--- config.mk ---
export PLATFORM = sky130hd
export DESIGN_NAME = glitch_free_clk_sel
export DESIGN_NICKNAME = d
export VERILOG_FILES = /design/src/rtl/glitch_free_clk_sel.sv
export SDC_FILE = /design/constraint.sdc
export NUM_CORES = 1
export LEC_CHECK = 0
export BUFFER_PORTS_ARGS = -buffer_cell sky130_fd_sc_hd__clkbuf_2
export CORE_ASPECT_RATIO = 1.4
export CORE_MARGIN = 5
export CORE_UTILIZATION = 35
export CTS_CLUSTER_DIAMETER = 120
export DETAILED_ROUTE_END_ITERATION = 10
export GPL_TIMING_DRIVEN = 0
export PLACE_DENSITY_LB_ADDON = 0.3
export SKIP_CTS_REPAIR_TIMING = 1
export SLEW_MARGIN = 20
export SYNTH_ARGS = -nofsm -noshare
export SYNTH_HDL_FRONTEND = slang
export SYNTH_SLANG_ARGS = --single-unit
export TNS_END_PERCENT = 50
--- constraint.sdc ---
create_clock -name i_clk -period 3.44 [get_ports i_clk]
set_input_delay 0.344 -clock i_clk [delete_from_list [all_inputs] [get_ports i_clk]]
set_output_delay 0.344 -clock i_clk [all_outputs]
set_load 0.005 [all_outputs]
--- src/rtl/glitch_free_clk_sel.sv ---
// Glitch-free clock-source selector.
// Oversamples NUM_SRC slow clock-like inputs in the i_clk domain. It drives a
// registered copy of one of them on o_clk, and switches sources with a
// break-before-make sequence.
module glitch_free_clk_sel #(
    parameter int NUM_SRC       = 4,
    parameter int SYNC_STAGES   = 2,
    parameter int GAP_CYCLES    = 2,
    parameter int DRAIN_TIMEOUT = 64,
    parameter int SEL_W         = (NUM_SRC == 2) ? 1 : 2
) (
    input  logic               i_clk,
    input  logic               i_rst,
    input  logic [NUM_SRC-1:0] i_src,
    input  logic [SEL_W-1:0]   i_sel,
    output logic               o_clk,
    output logic [SEL_W-1:0]   o_cur,
    output logic               o_busy
);

    localparam int GAP_W = (GAP_CYCLES > 1) ? $clog2(GAP_CYCLES) : 1;
    localparam int TO_W  = (DRAIN_TIMEOUT > 1) ? $clog2(DRAIN_TIMEOUT) : 1;

    typedef enum logic [1:0] {
        ST_RUN   = 2'd0,
        ST_DRAIN = 2'd1,
        ST_GAP   = 2'd2,
        ST_ARM   = 2'd3
    } state_t;

    logic [NUM_SRC-1:0] sync_q [SYNC_STAGES];
    logic [NUM_SRC-1:0] s;
    logic               s_cur;
    logic               sel_ok;
    logic               gap_last;
    logic               to_last;

    state_t             state_q,  state_d;
    logic [SEL_W-1:0]   target_q, target_d;
    logic [SEL_W-1:0]   cur_q,    cur_d;
    logic               clk_q,    clk_d;
    logic               busy_q,   busy_d;
    logic [GAP_W-1:0]   gap_q,    gap_d;
    logic [TO_W-1:0]    to_q,     to_d;

    // Synchronizer chain: each source bit crosses through SYNC_STAGES flops.
    always_ff @(posedge i_clk) begin
        if (i_rst) begin
            for (int i = 0; i < SYNC_STAGES; i++) sync_q[i] <= '0;
        end else begin
            sync_q[0] <= i_src;
            for (int i = 1; i < SYNC_STAGES; i++) sync_q[i] <= sync_q[i-1];
        end
    end

    assign s        = sync_q[SYNC_STAGES-1];
    assign s_cur    = s[cur_q];
    // Out-of-range requests only exist when SEL_W can encode more than NUM_SRC.
    assign sel_ok   = (int'(i_sel) < NUM_SRC);
    assign gap_last = (gap_q == GAP_W'(GAP_CYCLES - 1));
    assign to_last  = (to_q == TO_W'(DRAIN_TIMEOUT - 1));

    // State, selection and output registers; reset parks in ARM on source 0.
    always_ff @(posedge i_clk) begin
        if (i_rst) begin
            state_q  <= ST_ARM;
            target_q <= '0;
            cur_q    <= '0;
            clk_q    <= 1'b0;
            busy_q   <= 1'b1;
            gap_q    <= '0;
            to_q     <= '0;
        end else begin
            state_q  <= state_d;
            target_q <= target_d;
            cur_q    <= cur_d;
            clk_q    <= clk_d;
            busy_q   <= busy_d;
            gap_q    <= gap_d;
            to_q     <= to_d;
        end
    end

    // Switch sequencer. DRAIN lets the old high phase finish, GAP holds low,
    // and ARM waits for the new source to be low so that its first high is whole.
    always_comb begin
        state_d  = state_q;
        target_d = target_q;
        cur_d    = cur_q;
        clk_d    = 1'b0;
        busy_d   = busy_q;
        gap_d    = gap_q;
        to_d     = to_q;
        case (state_q)
            ST_RUN: begin
                clk_d = s_cur;
                if (sel_ok && (i_sel != cur_q)) begin
                    target_d = i_sel;
                    busy_d   = 1'b1;
                    to_d     = '0;
                    state_d  = ST_DRAIN;
                end
            end
            ST_DRAIN: begin
                // A stuck-high source is cut after the timeout; that is the
                // only path that can truncate a high pulse.
                if (!s_cur || to_last) begin
                    gap_d   = '0;
                    state_d = ST_GAP;
                end else begin
                    clk_d = 1'b1;
                    to_d  = to_q + 1'b1;
                end
            end
            ST_GAP: begin
                if (gap_last) begin
                    cur_d   = target_q;
                    to_d    = '0;
                    state_d = ST_ARM;
                end else begin
                    gap_d = gap_q + 1'b1;
                end
            end
            ST_ARM: begin
                if (!s_cur || to_last) begin
                    busy_d  = 1'b0;
                    state_d = ST_RUN;
                end else begin
                    to_d = to_q + 1'b1;
                end
            end
            default: state_d = ST_ARM;
        endcase
    end

    assign o_clk  = clk_q;
    assign o_cur  = cur_q;
    assign o_busy = busy_q;

endmodule

==> results.json <==
{
  "synth_fp_nets": 130,
  "grt_usage_pct": 10.5,
  "dieArea_sq_um": 4360,
  "p_per_area_nw_per_um2": 638,
  "status": "finished, final reports clean",
  "ys_top_cells_by_count": "23 x dfxtp_1, 11 x nor2b_1, 9 x nor2_1",
  "relSlewSlack_pct": 66.1,
  "required_ns": 3.61,
  "peakVddDrop_v": 0.000363,
  "setup_violations": 0,
  "fmax_mhz": 554,
  "netlist_instances": 116,
  "ys_types": 34,
  "skew_ns": 0.00142,
  "gr-total-overflow": 0,
  "die_x_um": 57.2,
  "p_switching_w": 0.000290,
  "hold_slack_ns": 0.286,
  "cts.sinks": 23,
  "post_drt_wl_per_cell_um": 12.6,
  "finalCritPeriodShare_pct": 52.4,
  "grt_first_pass_wirelength_mm": 3.66,
  "synth-seq-area-share_pct": 42.1,
  "grt_pass1_vias": 888,
  "drt_iter0_drc": 28,
  "worst_pin_slew_ns": 0.509,
  "slowest_delay_ns": 0.39,
  "synthArstFlopShare_pct": 0,
  "dr.pass1.iters": 4,
  "synth_edf_count": 0,
  "cts_root_buf": "clkbuf_8",
  "route.detailed.drc": 0,
  "finalCriticalPeriod_ns": 1.80,
  "end_kind": "register",
  "min_path_type": "in2reg",
  "synth_seq_cells": 23,
  "antenna_left": 0,
  "rsz0062_at_grt": "false",
  "cts_buffer_depth": 2,
  "core_sq_um": 3060,
  "syn-cell-area_sq_um": 1090,
  "final_util_pct": 40.6,
  "io-pin-count": 12,
  "setup.worst_path.start_class": "register",
  "path_clk_slew_ns": 0.08,
  "syn_to_final_growth_pct": 13.7,
  "maxCapViolations": 0,
  "rows": 24,
  "antenna_found_initial": 0,
  "internal_power_w": 0.000504,
  "vias": 874,
  "ys.flop_type": "dfxtp_1",
  "diodes": 0,
  "path_max_fanout": 8,
  "gp_congestion": 0.725,
  "start_util_pct": 35.7,
  "combPwrFrac_pct": 37.8,
  "vias_per_cell": 5.14,
  "nNetsFinal": 146,
  "crit_type": "reg2reg",
  "routed_wl_mm": 2.14,
  "synth_top_area_cell": "dfxtp_1",
  "switching_share_pct": 36.5,
  "dp_hpwl_mm": 1.66,
  "seqPwrFrac_pct": 40.8,
  "yosysWarnings": 0,
  "layout-drive-gt1-share_pct": 19.1,
  "synth_top_area_share_pct": 42.1,
  "finalSetupTns_ns": 0,
  "p_leak_nw": 0.528,
  "die_y_um": 76.1,
  "port_buffers": 11,
  "drv_slew": 0,
  "p_clk_share_pct": 21.4,
  "worstPathCellList": "inv_1 -> ha_1 -> clkbuf_1 -> a32oi_2 -> o211ai_2 -> a32o_2",
  "grt_max_degree": 14,
  "synthTopCellsByArea": "dfxtp_1 42%, ha_1 6.9%, nor2b_1 6.3%",
  "cts_max_level": 1,
  "hold_violations": 0,
  "critPathArrivalTime_ns": 1.97,
  "synth_most_common_cell": "dfxtp_1",
  "cts_made_buffers": 3,
  "clock_latency_ns": 0.27,
  "syn_avg_cell_area_sq_um": 9.43,
  "cts_tree": "done",
  "critical-path-slowest-cell": "dfxtp_1"
}
==> routing by layer <==
metal / global-route usage [%] / part of all wire (%)
met1: 11.9 / 42
met3: 2.03 / 3.1
met2: 18.3 / 53
met4: 4.87 / 1.8
met5: 0 / 0
==> worst max-delay path: cells and delay by family, from the launching register on <==
kind                       cells  cell delay [ns]
AOI/OAI and AO/OA              3             0.80
adders and majority gates      1             0.21
buffers and inverters          2             0.30
DFF                            1             0.39
==> cells by family after synthesis <==
kind of cell | Yosys count | share of synthesized area (%)
and+or+nand+nor | 45 | 22.5
AOI/OAI and AO/OA | 25 | 17.2
DFF | 23 | 42.1
buffers and inverters | 9 | 3.09
muxes | 6 | 6.64
adders and majority gates | 6 | 6.86
xor gates and xnor gates | 2 | 1.60
==> final timing paths <==
path	end	slack, ns	start	cells after the start
hold / removal	sync_q[0][0]	0.29	i_src[0]	2
hold reg to reg	sync_q[0][6]	0.45	sync_q[0][2]	1
setup / recovery	to_q[1]	1.64	state_q[0]	6
setup reg to reg	to_q[1]	1.64	state_q[0]	6
==> registers in the layout (all words and copies together) (netlist names) <==
name / cells
o_clk: 1
gap_last: 1
sync_q: 8
target_q: 2
state_q: 2
o_cur: 2
o_busy: 1
to_q: 6
==> metrics by stage <==
stage | setup slack [ns] | area, sq um | total power (W) | std cells
final | 1.64 | 1240 | 0.000794 | 170
after global routing | 1.53 | 1240 | 0.000854 | 170
after CTS | 1.63 | 1240 | 0.000806 | 170
after detailed placement | 1.65 | 1200 | 0.000631 | 166
after global placement | 1.65 | 1200 | 0.000626 | 166
after floorplan | 1.84 | 1090 | 0.000565 | 116
==> area by class of cell <==
type / count / area [sq um]
Fill cell: 319 / 1820
Clock buffer: 3 / 41.3
Multi-Input combinational cell: 84 / 599
Buffer: 3 / 11.3
Timing Repair Buffer: 11 / 55.1
Sequential cell: 23 / 460
Clock inverter: 1 / 5.00
Inverter: 6 / 22.5
Tap cell: 39 / 48.8
==> placed cells by master (no fill, tap or decap), drive strengths merged, types with 2 or more instances in the layout <==
cell type  instances
and3               2
a31oi              2
nor2b             11
o31ai              2
or3                2
nor2              10
ha                 6
clkbuf            17
a32o               2
a21oi              8
xnor2              2
o21ai              3
dfxtp             23
or2                2
nand3              6
a211oi             2
nand4              2
nand2              7
inv                6
mux2i              5
==> power by group through the flow <==
stage | logic (W) | registers [W] | clock network (W)
finish | 0.000300 | 0.000324 | 0.000170
global route | 0.000340 | 0.000329 | 0.000185
CTS | 0.000302 | 0.000324 | 0.000179
detailed placement | 0.000301 | 0.000330 | 0
global placement | 0.000297 | 0.000329 | 0
floorplan | 0.000241 | 0.000324 | 0
(Power assumes the default switching activity.)
